**src/rtl/cpu_pkg.sv**
```systemverilog
// ============================================================================
// cpu_pkg -- shared fetch-stage types and constants
// Rev 1.0
// ============================================================================
`default_nettype none

package cpu_pkg;

    typedef enum logic [1:0] {
        ST_IDLE  = 2'd0,
        ST_FETCH = 2'd1,
        ST_WAIT  = 2'd2
    } fetch_state_e;

    localparam logic [31:0] RESET_PC_DEF = 32'h0000_0000;
    localparam logic [31:0] PC_STEP_DEF  = 32'd4;
    localparam logic [31:0] NOP          = 32'h0000_0000;

endpackage

`default_nettype wire

```
**src/rtl/if_pc_reg.sv**
```systemverilog
// ============================================================================
// if_pc_reg -- program counter with redirect/step/hold next-PC priority mux
// Rev 1.0
// ============================================================================
`default_nettype none

module if_pc_reg
    import cpu_pkg::*;
#(
    parameter logic [31:0] RESET_PC = RESET_PC_DEF,
    parameter logic [31:0] PC_STEP  = PC_STEP_DEF
) (
    input  logic        clk_i,
    input  logic        rst_i,
    input  logic        advance_i,
    input  logic        pending_i,
    input  logic [31:0] pending_target_i,
    input  logic        branch_taken_i,
    input  logic [31:0] branch_target_i,
    input  logic        pc_write_i,
    output logic [31:0] pc_o
);

    logic [31:0] pc_q;
    logic [31:0] pc_d;

    // A redirect latched during a miss outranks anything ID presents on the ack cycle.
    always_comb begin
        pc_d = pc_q;
        if (advance_i) begin
            if (pending_i) begin
                pc_d = pending_target_i;
            end else if (branch_taken_i) begin
                pc_d = branch_target_i;
            end else if (pc_write_i) begin
                pc_d = pc_q + PC_STEP;
            end
        end
    end

    always_ff @(posedge clk_i or posedge rst_i) begin
        if (rst_i) begin
            pc_q <= RESET_PC;
        end else begin
            pc_q <= pc_d;
        end
    end

    assign pc_o = pc_q;

endmodule

`default_nettype wire

```
**src/rtl/if_fetch.sv**
```systemverilog
// ============================================================================
// if_fetch -- fetch FSM and I-cache handshake; IF_FETCH_PERF_EN adds counters
// Rev 1.0
// ============================================================================
`default_nettype none

module if_fetch
    import cpu_pkg::*;
#(
    parameter logic [31:0] RESET_PC = RESET_PC_DEF,
    parameter logic [31:0] PC_STEP  = PC_STEP_DEF
) (
    input  logic        clk_i,
    input  logic        rst_i,
    input  logic        pc_write_i,
    input  logic        branch_taken_i,
    input  logic [31:0] branch_target_i,
    output logic        mem_req_o,
    output logic [31:0] mem_addr_o,
    input  logic        mem_ack_i,
    input  logic [31:0] mem_rdata_i,
`ifdef IF_FETCH_PERF_EN
    output logic [31:0] fetch_cnt_o,
    output logic [31:0] stall_cnt_o,
`endif
    output logic [31:0] pc_o,
    output logic [31:0] instr_o,
    output logic        instr_valid_o,
    output logic        flush_o,
    output logic        stall_o
);

    fetch_state_e state_q, state_d;
    logic         pending_q, pending_d;
    logic [31:0]  pend_target_q, pend_target_d;
    logic         advance;

    always_comb begin
        state_d       = state_q;
        pending_d     = pending_q;
        pend_target_d = pend_target_q;
        mem_req_o     = 1'b0;
        instr_o       = NOP;
        instr_valid_o = 1'b0;
        flush_o       = 1'b0;
        stall_o       = 1'b1;
        advance       = 1'b0;
        case (state_q)
            ST_IDLE: begin
                state_d = ST_FETCH;
            end
            ST_FETCH, ST_WAIT: begin
                mem_req_o = 1'b1;
                if (mem_ack_i) begin
                    stall_o = 1'b0;
                    advance = 1'b1;
                    state_d = ST_FETCH;
                    // The returned word belongs to the wrong path once a redirect is pending.
                    if (pending_q) begin
                        flush_o   = 1'b1;
                        pending_d = 1'b0;
                    end else begin
                        instr_o       = mem_rdata_i;
                        instr_valid_o = 1'b1;
                        flush_o       = branch_taken_i;
                    end
                end else begin
                    state_d = ST_WAIT;
                end
            end
            default: begin
                state_d = ST_IDLE;
            end
        endcase
        if (stall_o && branch_taken_i) begin
            pending_d     = 1'b1;
            pend_target_d = branch_target_i;
        end
    end

    always_ff @(posedge clk_i or posedge rst_i) begin
        if (rst_i) begin
            state_q       <= ST_IDLE;
            pending_q     <= 1'b0;
            pend_target_q <= RESET_PC;
        end else begin
            state_q       <= state_d;
            pending_q     <= pending_d;
            pend_target_q <= pend_target_d;
        end
    end

    if_pc_reg #(
        .RESET_PC (RESET_PC),
        .PC_STEP  (PC_STEP)
    ) u_pc_reg (
        .clk_i            (clk_i),
        .rst_i            (rst_i),
        .advance_i        (advance),
        .pending_i        (pending_q),
        .pending_target_i (pend_target_q),
        .branch_taken_i   (branch_taken_i),
        .branch_target_i  (branch_target_i),
        .pc_write_i       (pc_write_i),
        .pc_o             (pc_o)
    );

    assign mem_addr_o = pc_o;

`ifdef IF_FETCH_PERF_EN
    logic [31:0] fetch_cnt_q, fetch_cnt_d;
    logic [31:0] stall_cnt_q, stall_cnt_d;

    always_comb begin
        fetch_cnt_d = fetch_cnt_q + {31'd0, instr_valid_o};
        stall_cnt_d = stall_cnt_q + {31'd0, stall_o};
    end

    always_ff @(posedge clk_i or posedge rst_i) begin
        if (rst_i) begin
            fetch_cnt_q <= 32'd0;
            stall_cnt_q <= 32'd0;
        end else begin
            fetch_cnt_q <= fetch_cnt_d;
            stall_cnt_q <= stall_cnt_d;
        end
    end

    assign fetch_cnt_o = fetch_cnt_q;
    assign stall_cnt_o = stall_cnt_q;
`endif

endmodule

`default_nettype wire

```
**config.mk**
```make
export PLATFORM = sky130hd
export DESIGN_NAME = if_fetch
export DESIGN_NICKNAME = d
export VERILOG_FILES = /design/src/rtl/cpu_pkg.sv /design/src/rtl/if_pc_reg.sv /design/src/rtl/if_fetch.sv
export SDC_FILE = /design/constraint.sdc
export NUM_CORES = 1
export LEC_CHECK = 0
export ABC_AREA = 0
export CORE_MARGIN = 10
export CORE_UTILIZATION = 48
export DETAILED_ROUTE_END_ITERATION = 12
export GPL_ROUTABILITY_DRIVEN = 1
export PLACE_DENSITY = 0.87
export SYNTH_ARGS = -nofsm -noshare
export SYNTH_HDL_FRONTEND = slang
export SYNTH_SLANG_ARGS = --single-unit
```
**constraint.sdc**
```tcl
create_clock -name clk_i -period 3.3 [get_ports clk_i]
set_input_delay 0.66 -clock clk_i [delete_from_list [all_inputs] [get_ports clk_i]]
set_output_delay 0.66 -clock clk_i [all_outputs]
set_load 0.02 [all_outputs]
```
==> results.ini <==
[sta]
timing.final.crit_period_ns = 3.05
fin_crit_sh = 0.924
maxSlewHeadroom = 0.468
hold-worst-slack_ns = 0.512
finalSetupViolCount = 0
drv_slew = 0
hold_violations = 0
fin_setup_tns_ns = 0
rsz0062_at_grt = no
fmax_ghz = 0.328
fin_skew_ns = 0.0121
tightestPinTransition_ns = 0.797

[floorplan]
die_x_um = 114
initial_core_util = 0.489
dieArea_mm2 = 0.0130
core_area_mm2 = 0.00868
ioPinCount = 169
die_h_um = 114
num_rows = 34

[finish]
final_util = 0.692
nFillCells = 662
area_delta_synth_final_pct = 41.7
drive_above_1_share = 0.127
final_area_mm2 = 0.00601
nets = 657
antenna_cells = 0

[global_route]
first_global_vias = 4137
antenna_found_initial = 0
overflow = 0
grt_util_met2 = 0.360
grt_pass1_wl_um = 22800
grt-busiest-layer = met2
gr-usage-met1 = 0.259
met3_usage = 0.0530
grt_max_degree = 49
track_usage = 0.214

[detailed_routing]
viasPerCell = 6.05
wirelength_um = 14500
drt_iter0_drc = 456
ant_nets = 0
routed-via-count = 4223
firstDrtPassIters = 5
avgRoutedWirePerCell_um = 20.7
drc = 0

[power]
p_int_mw = 3.16
seqPwrFrac = 0.296
leakage_nw = 2.44
power_density_mw_per_mm2 = 963
pwr-share-clk = 0.116
comb_power_share = 0.588
p_switching_mw = 2.62
power_switching_share = 0.453
ir_drop_uv = 569
total_power_mw = 5.79

[synth]
syn_inst = 460
syn-cell-area_mm2 = 0.00424
synthTopCellsByArea = dfrtp_1 (40%), mux2_2 (8.5%), buf_4 (5.7%)
synth_top_flop_cell = dfrtp_1
synth_top_area_share = 0.395
synth-seq-area-share = 0.395
synth_nets = 532
yosysUniqueCellTypes = 60
ys_seq_elements = 67
async_reset_ff_frac = 1.00
yosys_warnings = 0
synth_top_area_cell = dfrtp_1
synth-edff-count = 0
syn-mean-instance-area_um2 = 9.22

[worst_setup_path]
arrival_ns = 2.39
cp.required_ns = 2.64
startpoint_type = input port
critPathTopFamily = buffers and inverters
cp_slowest_stage_delay_ns = 0.61
crit_path_cell_trace = clkdlybuf4s50_1 -> and2_1 -> buf_12 -> and3_1 -> clkdlybuf4s50_1
cp_slowest_cell = clkdlybuf4s50_1
crit_top_cell = clkdlybuf4s50_1
crit_buf_inv = 3
critical_path_class = in2out
crit_fanout = 37
end_kind = output port

[placement]
postPlaceCellArea_mm2 = 0.00581
hpwl_um = 10800
gp_congestion = 0.908
port_buffers = 168

[clock_tree]
postCtsSetupBuffers = 0
cts_hold_buf = 0
post_cts_resized = 0
cts_num_sinks = 67
htreeDepth = 3
clk_root_buffer_cell = clkbuf_8
cts.path.max_buffers = 2
worstSkewPairLatency_ns = 0.34
clk_pin_slew_worst_paths_ns = 0.07
numCtsBuffers = 9
cts_tree = done

[job]
max_cap_violations = 0

[outcome]
status = completed

[worst_hold_path]
hold_class = reg2reg

-- flip-flops by register name (all words and copies together), names as in the netlist --
signal	count
state_q	2
u_pc_reg.pc_o	32
pend_target_q	32
pending_q	1
-- area by class of cell --
cell class,count,area (um2),share of cell area
Clock inverter,6,66.3,0.0110
Timing Repair Buffer,181,1820,0.302
Tap cell,108,135,0.0225
Inverter,10,37.5,0.00625
Multi-Input combinational cell,316,2150,0.358
Clock buffer,10,128,0.0212
Sequential cell,67,1680,0.279
-- layout by cell type (no fill, tap or decap), types with 13 or more instances in the layout --
cell type and instances:
clkdlybuf4s50_1 168, dfrtp_1 67, nor2_1 19, mux2_2 32, a21oi_1 19, o21ai_0 28
nand3_1 13, and3_1 35, nand2_1 30, nor3_1 19
-- kinds of logic after synthesis --
logic type	Yosys count	share of synthesized area
adders and majority gates	3	0.00885
buffers and inverters	77	0.0997
muxes	36	0.0944
AOI/OAI and AO/OA	116	0.191
and+or+nand+nor	161	0.211
DFF	67	0.395
-- cell usage after synthesis, drive strengths merged (15+ instances only) --
master,instances
dfrtp,67
buf,43
and3,36
mux2,32
nand2,30
o21ai,28
clkbuf,24
a21oi,19
nor2,19
nor3,19
nand3,15
-- power groups by stage --
| stage | Combinational (mW) | Clock, mW | Sequential, mW |
|---|---|---|---|
| after floorplan | 2.00 | 0 | 1.80 |
| after global routing | 3.65 | 0.717 | 1.77 |
| final | 3.40 | 0.673 | 1.71 |
| after global placement | 3.31 | 0 | 1.67 |
| after CTS | 3.42 | 0.685 | 1.70 |
| after detailed placement | 3.41 | 0 | 1.71 |
-- worst paths after layout --
kind	slack, ns	start	endpoint	cells after the start
setup / recovery	0.25	mem_ack_i	instr_o[14]	5
hold / removal	0.51	pend_target_q[18]	pend_target_q[18]	1
setup reg to reg	1.03	u_pc_reg.pc_o[3]	u_pc_reg.pc_o[20]	5
hold reg to reg	0.51	pend_target_q[18]	pend_target_q[18]	1
max in group asynchronous	2.01	rst_i	pend_target_q[11]	3
min in group asynchronous	0.68	rst_i	pend_target_q[20]	2
-- metal layers --
| metal | wire, um | vias to the layer above |
|---|---|---|
| li1 | - | 1941 |
| met1 | 5720 | 2033 |
| met2 | 7150 | 232 |
| met3 | 1340 | 17 |
| met4 | 266 | 0 |
| met5 | 0 | - |
-- worst register-to-register path: cells and delay by family (launching register included) --
kind,cells,cell delay (ns)
AND/OR/NAND/NOR,2,0.81
AO/OA/AOI/OAI,2,0.62
adder cells (fa/ha/maj),1,0.27
flip-flops,1,0.46
-- per-stage QoR --
stage | instances | worst slack [ns]
6_report | 698 | 0.250
2_1_floorplan | 460 | 0.928
3_5_place_dp | 682 | 0.247
3_3_place_gp | 682 | 0.280
5_1_grt | 698 | 0.171
4_1_cts | 698 | 0.241
(Power assumes the default switching activity.)
